--- config.mk ---
export PLATFORM = sky130hd
export DESIGN_NAME = csr_control_flat
export DESIGN_NICKNAME = d
export VERILOG_FILES = /design/src/rtl/csr_control_if.sv /design/src/rtl/csr_control.sv /design/src/flat_wrapper.sv
export SDC_FILE = /design/constraint.sdc
export NUM_CORES = 1
export LEC_CHECK = 0
export CAP_MARGIN = 20
export CORE_AREA = 2 2 39 41
export DETAILED_ROUTE_END_ITERATION = 8
export DIE_AREA = 0 0 41 43
export GPL_ROUTABILITY_DRIVEN = 0
export PLACE_DENSITY = 0.8
export REMOVE_ABC_BUFFERS = 1
export SETUP_SLACK_MARGIN = 0.3
export SLEW_MARGIN = 15
export SYNTH_ARGS = -nofsm -noshare
export SYNTH_HDL_FRONTEND = slang
export SYNTH_SLANG_ARGS = --single-unit
--- constraint.sdc ---
create_clock -name vclk -period 2.4
set_input_delay 0.6 -clock vclk [all_inputs]
set_output_delay 0.6 -clock vclk [all_outputs]
set_load 0.02 [all_outputs]
--- src/rtl/csr_control_if.sv ---
// Decode-stage signal bundle for the Zicsr control overlay: instruction fields and base
// control selects in, CSR enables and final datapath selects out.
interface csr_control_if;
  logic [6:0] opcode_decode;
  logic [2:0] funct3;
  logic [4:0] rs1;
  logic [4:0] rd;
  logic [1:0] extend_sel_base;
  logic [1:0] operand_A_sel_base;
  logic       operand_B_sel_base;
  logic [5:0] ALU_operation_base;
  logic       regWrite_base;
  logic       scan;

  logic       CSR_read_en;
  logic       CSR_write_en;
  logic       CSR_set_en;
  logic       CSR_clear_en;
  logic [1:0] extend_sel;
  logic [1:0] operand_A_sel;
  logic       operand_B_sel;
  logic [5:0] ALU_operation;
  logic       regWrite;

  modport master (
    output opcode_decode, funct3, rs1, rd, extend_sel_base, operand_A_sel_base,
           operand_B_sel_base, ALU_operation_base, regWrite_base, scan,
    input  CSR_read_en, CSR_write_en, CSR_set_en, CSR_clear_en, extend_sel,
           operand_A_sel, operand_B_sel, ALU_operation, regWrite
  );

  modport slave (
    input  opcode_decode, funct3, rs1, rd, extend_sel_base, operand_A_sel_base,
           operand_B_sel_base, ALU_operation_base, regWrite_base, scan,
    output CSR_read_en, CSR_write_en, CSR_set_en, CSR_clear_en, extend_sel,
           operand_A_sel, operand_B_sel, ALU_operation, regWrite
  );
endinterface

--- src/rtl/csr_control.sv ---
// Zicsr decode overlay: recognises CSRRW/S/C(I), drives CSR-file enables and overrides
// the base datapath selects; a free-running cycle counter gates a simulation scan report.
module csr_control #(
  parameter int          CORE            = 0,
  parameter logic [31:0] SCAN_CYCLES_MIN = 32'd0,
  parameter logic [31:0] SCAN_CYCLES_MAX = 32'd1000
) (
  input  logic          clock,
  input  logic          reset,
  csr_control_if.slave  csr
);
  localparam logic [6:0] SYSTEM = 7'b1110011;

  logic        csr_op;
  logic        imm;
  logic        rw;
  logic        rs;
  logic        rc;
  logic        rs1_nz;
  logic        rd_nz;
  logic [31:0] cycle_count_reg;
  logic        scan_window;

  assign csr_op = (csr.opcode_decode == SYSTEM) && (csr.funct3[1:0] != 2'b00);
  assign imm    = csr.funct3[2];
  assign rw     = (csr.funct3[1:0] == 2'b01);
  assign rs     = (csr.funct3[1:0] == 2'b10);
  assign rc     = (csr.funct3[1:0] == 2'b11);
  assign rs1_nz = (csr.rs1 != 5'd0);
  assign rd_nz  = (csr.rd != 5'd0);

  // Explicit if/else keeps X on the base inputs from leaking out while csr_op is true.
  always_comb begin
    csr.CSR_read_en   = 1'b0;
    csr.CSR_write_en  = 1'b0;
    csr.CSR_set_en    = 1'b0;
    csr.CSR_clear_en  = 1'b0;
    csr.extend_sel    = csr.extend_sel_base;
    csr.operand_A_sel = csr.operand_A_sel_base;
    csr.operand_B_sel = csr.operand_B_sel_base;
    csr.ALU_operation = csr.ALU_operation_base;
    csr.regWrite      = csr.regWrite_base;
    if (csr_op) begin
      csr.CSR_read_en  = rs | rc | (rw & rd_nz);
      csr.CSR_write_en = rw;
      csr.CSR_set_en   = rs & rs1_nz;
      csr.CSR_clear_en = rc & rs1_nz;
      csr.regWrite     = rd_nz;
      if (imm) begin
        csr.extend_sel    = 2'd2;
        csr.operand_A_sel = 2'd3;
        csr.operand_B_sel = 1'b1;
        csr.ALU_operation = 6'd0;
      end else begin
        csr.extend_sel    = 2'd0;
        csr.operand_A_sel = 2'd0;
        csr.operand_B_sel = 1'b0;
        csr.ALU_operation = 6'd1;
      end
    end
  end

  always_ff @(posedge clock or negedge reset) begin
    if (!reset) begin
      cycle_count_reg <= 32'd0;
    end else begin
      cycle_count_reg <= cycle_count_reg + 32'd1;
    end
  end

  // The leading 1 keeps the lower-bound compare meaningful when the minimum is zero.
  assign scan_window = csr.scan
                    && ({1'b1, cycle_count_reg} >= {1'b1, SCAN_CYCLES_MIN})
                    && (cycle_count_reg <= SCAN_CYCLES_MAX);

`ifndef SYNTHESIS
  always @(posedge clock) begin
    if (scan_window) begin
      $display("[scan] core=%0d cycle=%0d op=%b f3=%b rs1=%0d rd=%0d base(ext=%0d a=%0d b=%0d alu=%0d rw=%0d) rd_en=%0d wr_en=%0d set_en=%0d clr_en=%0d ext=%0d a=%0d b=%0d alu=%0d rw=%0d",
               CORE, cycle_count_reg, csr.opcode_decode, csr.funct3, csr.rs1, csr.rd,
               csr.extend_sel_base, csr.operand_A_sel_base, csr.operand_B_sel_base,
               csr.ALU_operation_base, csr.regWrite_base,
               csr.CSR_read_en, csr.CSR_write_en, csr.CSR_set_en, csr.CSR_clear_en,
               csr.extend_sel, csr.operand_A_sel, csr.operand_B_sel,
               csr.ALU_operation, csr.regWrite);
    end
  end
`endif
endmodule

--- src/flat_wrapper.sv ---
// flat-port wrapper written by rule: the top's interface ports become plain ports
module csr_control_flat 
#(
  parameter int          CORE            = 0,
  parameter logic [31:0] SCAN_CYCLES_MIN = 32'd0,
  parameter logic [31:0] SCAN_CYCLES_MAX = 32'd1000
)
  (clock, reset, csr_opcode_decode, csr_funct3, csr_rs1, csr_rd, csr_extend_sel_base, csr_operand_A_sel_base, csr_operand_B_sel_base, csr_ALU_operation_base, csr_regWrite_base, csr_scan, csr_CSR_read_en, csr_CSR_write_en, csr_CSR_set_en, csr_CSR_clear_en, csr_extend_sel, csr_operand_A_sel, csr_operand_B_sel, csr_ALU_operation, csr_regWrite);
  csr_control_if csr_i ();
  input  logic clock;
  input  logic reset;
  input wire logic [$bits(csr_i.opcode_decode)-1:0] csr_opcode_decode;
  input wire logic [$bits(csr_i.funct3)-1:0] csr_funct3;
  input wire logic [$bits(csr_i.rs1)-1:0] csr_rs1;
  input wire logic [$bits(csr_i.rd)-1:0] csr_rd;
  input wire logic [$bits(csr_i.extend_sel_base)-1:0] csr_extend_sel_base;
  input wire logic [$bits(csr_i.operand_A_sel_base)-1:0] csr_operand_A_sel_base;
  input wire logic [$bits(csr_i.operand_B_sel_base)-1:0] csr_operand_B_sel_base;
  input wire logic [$bits(csr_i.ALU_operation_base)-1:0] csr_ALU_operation_base;
  input wire logic [$bits(csr_i.regWrite_base)-1:0] csr_regWrite_base;
  input wire logic [$bits(csr_i.scan)-1:0] csr_scan;
  output wire logic [$bits(csr_i.CSR_read_en)-1:0] csr_CSR_read_en;
  output wire logic [$bits(csr_i.CSR_write_en)-1:0] csr_CSR_write_en;
  output wire logic [$bits(csr_i.CSR_set_en)-1:0] csr_CSR_set_en;
  output wire logic [$bits(csr_i.CSR_clear_en)-1:0] csr_CSR_clear_en;
  output wire logic [$bits(csr_i.extend_sel)-1:0] csr_extend_sel;
  output wire logic [$bits(csr_i.operand_A_sel)-1:0] csr_operand_A_sel;
  output wire logic [$bits(csr_i.operand_B_sel)-1:0] csr_operand_B_sel;
  output wire logic [$bits(csr_i.ALU_operation)-1:0] csr_ALU_operation;
  output wire logic [$bits(csr_i.regWrite)-1:0] csr_regWrite;
  assign csr_i.opcode_decode = csr_opcode_decode;
  assign csr_i.funct3 = csr_funct3;
  assign csr_i.rs1 = csr_rs1;
  assign csr_i.rd = csr_rd;
  assign csr_i.extend_sel_base = csr_extend_sel_base;
  assign csr_i.operand_A_sel_base = csr_operand_A_sel_base;
  assign csr_i.operand_B_sel_base = csr_operand_B_sel_base;
  assign csr_i.ALU_operation_base = csr_ALU_operation_base;
  assign csr_i.regWrite_base = csr_regWrite_base;
  assign csr_i.scan = csr_scan;
  assign csr_CSR_read_en = csr_i.CSR_read_en;
  assign csr_CSR_write_en = csr_i.CSR_write_en;
  assign csr_CSR_set_en = csr_i.CSR_set_en;
  assign csr_CSR_clear_en = csr_i.CSR_clear_en;
  assign csr_extend_sel = csr_i.extend_sel;
  assign csr_operand_A_sel = csr_i.operand_A_sel;
  assign csr_operand_B_sel = csr_i.operand_B_sel;
  assign csr_ALU_operation = csr_i.ALU_operation;
  assign csr_regWrite = csr_i.regWrite;
  csr_control #(.CORE(CORE), .SCAN_CYCLES_MIN(SCAN_CYCLES_MIN), .SCAN_CYCLES_MAX(SCAN_CYCLES_MAX)) u_core (.clock(clock), .reset(reset), .csr(csr_i));
endmodule
==> flow_metrics.env <==
export IMPL_vias=418
export IMPL_seq_cells=0
export IMPL_dp_cells=94
export IMPL_p_int_w=0.0000670
export IMPL_first_pass_iters=2
export IMPL_wl_per_cell_um=12.4
export IMPL_core_um2=1380
export IMPL_drive_gt1_frac=0.588
export IMPL_num_io_pins=51
export IMPL_synth_area_leaders="mux2_2 24%, nor2b_1 16%, nand4b_4 10%"
export IMPL_die_x_um=41
export IMPL_seq_power_share=0
export IMPL_crit_top_cell="buf_6"
export IMPL_yosys_warnings=0
export IMPL_fin_crit_sh=0.937
export IMPL_gr_total_overflow=0
export IMPL_synth_top_cell_by_area="mux2_2"
export IMPL_synthCells=27
export IMPL_tns_ns=0
export IMPL_die_h_um=43
export IMPL_port_buffers=48
export IMPL_min_path_cells=4
export IMPL_track_usage=0.127
export IMPL_regArea_um2=0
export IMPL_slowest_stage="mux2_4"
export IMPL_synth_top_cell_area_share=0.238
export IMPL_seq_area_frac_synth=0
export IMPL_crit_chain="buf_6 -> nand4b_4 -> nor4_4 -> buf_6 -> mux2_4 -> buf_6"
export IMPL_dp_hpwl_um=981
export IMPL_cpLargestDelayFamily="buffers and inverters"
export IMPL_postCtsHoldBufs=0
export IMPL_pwr_share_clk=0
export IMPL_antenna_found_initial=0
export IMPL_drt_iter0_markers=3
export IMPL_crit_path_max_fanout=6
export IMPL_grt_pass1_wl_um=1660
export IMPL_crit_path_start_kind="input port"
export IMPL_min_period_ns=2.25
export IMPL_ys_top_cells_by_count="6 x nor2b_1, 5 x mux2_2, 2 x nand2_1, 2 x nor2_1"
export IMPL_hold_start="csr_funct3[0]"
export IMPL_crit_buf_inv=3
export IMPL_drv_slew=0
export IMPL_switchingPower_w=0.0000389
export IMPL_required_ns=1.80
export IMPL_grt_max_degree=7
export IMPL_rows=14
export IMPL_max_vdd_ir_drop_mv=0.0484
export IMPL_nets=117
export IMPL_cp_arrival_ns=1.65
export IMPL_grt_pass1_vias=382
export IMPL_swShare=0.367
export IMPL_fmax_ghz=0.444
export IMPL_synth_cell_types=16
export IMPL_p_leak_nw=0.354
export IMPL_powerDensity_nw_per_um2=141
export IMPL_hold_viol_final=0
export IMPL_drv_cap=0
export IMPL_netlist_area_um2=236
export IMPL_holdWs_ns=1.60
export IMPL_drt_wl_total_um=1190
export IMPL_setup_violations=0
export IMPL_relSlewSlack=0.839
export IMPL_viasPerCell=4.35
export IMPL_ant_nets=0
export IMPL_worst_slew_pin_slew_ns=0.240
export IMPL_postSynthAreaPerCell_um2=8.76
export IMPL_drc=0
export IMPL_critPathKind="input port to output port"
export IMPL_nClkBuffers=0
export IMPL_areaGrowthSynthToFinish_pct=217
export IMPL_hp_class="input port to output port"
export IMPL_p_comb_frac=1.000
export IMPL_die_area_um2=1760
export IMPL_antenna_cells=0
export IMPL_stdcell_count=96
export IMPL_start_util=0.171
export IMPL_status="complete, no violations"
export IMPL_yosysMostFrequentCell="nor2b_1"
export IMPL_holdPathEnd="csr_CSR_set_en"
export IMPL_rsz0062_at_grt="true"
export IMPL_worstSetupEndpointType="output port"
export IMPL_crit_path_max_incr_delay_ns=0.31
export IMPL_total_power_w=0.000106
==> final cells by class <==
type / instances / area [um2]
multi-input cells: 25 / 258
well taps: 16 / 20.0
inverters: 1 / 3.75
repair buffers: 54 / 469
fillers: 142 / 633
==> tightest hold or removal path, stage by stage <==
cell and delay (ns):
buf_2 0.10, buf_4 0.12, nor3b_2 0.04, buf_4 0.15
==> repair_timing <==
item / in CTS / in global routing
gates cloned: 1 / 0
pin swaps: 7 / 4
gates resized for setup: 143 / 2
setup buffers: 1 / 0
setup endpoints to repair: 16 / 16
==> cells in the final DEF (no fill, tap or decap), drive strengths merged <==
cell / synthesis / layout
nor3b: 1 / 1
mux2: 5 / 5
mux2i: 1 / 1
o21a: 1 / 1
nor3: 1 / 1
and3b: 1 / 1
buf: 1 / 34
nor2: 2 / 2
nand4b: 1 / 1
o2111a: 1 / 1
clkdlybuf4s15: 0 / 1
clkdlybuf4s50: 0 / 18
or4: 1 / 1
nor4: 1 / 1
nor2b: 6 / 6
o21ai: 1 / 1
dlygate4sd2: 0 / 1
nand2: 2 / 2
inv: 1 / 1
==> power by group through the flow <==
stage               combinational [W]  sequential [W]  clock [W]
floorplan                   0.0000301               0          0
global placement             0.000109               0          0
detailed placement           0.000110               0          0
CTS                          0.000105               0          0
global route                 0.000113               0          0
finish                       0.000106               0          0
==> through the flow <==
| step | cell area (um2) | setup slack [ns] | utilization |
|---|---|---|---|
| final | 751 | 0.150 | 0.542 |
| after global routing | 751 | 0.0994 | 0.542 |
| after CTS | 738 | 0.144 | 0.533 |
| after detailed placement | 756 | -0.774 | 0.546 |
| after global placement | 756 | -0.760 | 0.546 |
| after floorplan | 225 | -0.0684 | - |
==> how the worst max path moves through the flow <==
stage	to	cells past startpoint	slack [ns]	from
final	csr_operand_A_sel[1]	6	0.15	csr_opcode_decode[2]
after global routing	csr_operand_A_sel[1]	6	0.1	csr_opcode_decode[2]
after CTS	csr_extend_sel[1]	6	0.14	csr_opcode_decode[2]
after detailed placement	csr_extend_sel[1]	6	-0.77	csr_opcode_decode[1]
after global placement	csr_regWrite	6	-0.76	csr_opcode_decode[4]
after floorplan	csr_ALU_operation[0]	3	-0.07	csr_opcode_decode[2]
==> routing by layer <==
metal / track usage / routed length (um) / part of all wire
met5: 0 / 0 / 0
met4: 0 / 0 / 0
met3: 0.00524 / 175 / 0.15
met2: 0.234 / 576 / 0.48
met1: 0.161 / 437 / 0.37
==> kinds of logic (layout without fill, tap and decap cells) <==
| kind of cell | after synthesis | count (layout) | synth area share |
|---|---|---|---|
| and+or+nand+nor | 16 | 16 | 0.556 |
| muxes | 6 | 6 | 0.280 |
| AOI/OAI and AO/OA | 3 | 3 | 0.101 |
| buffers and inverters | 2 | 55 | 0.0635 |
Note: power is estimated with default switching activity, not from simulation.
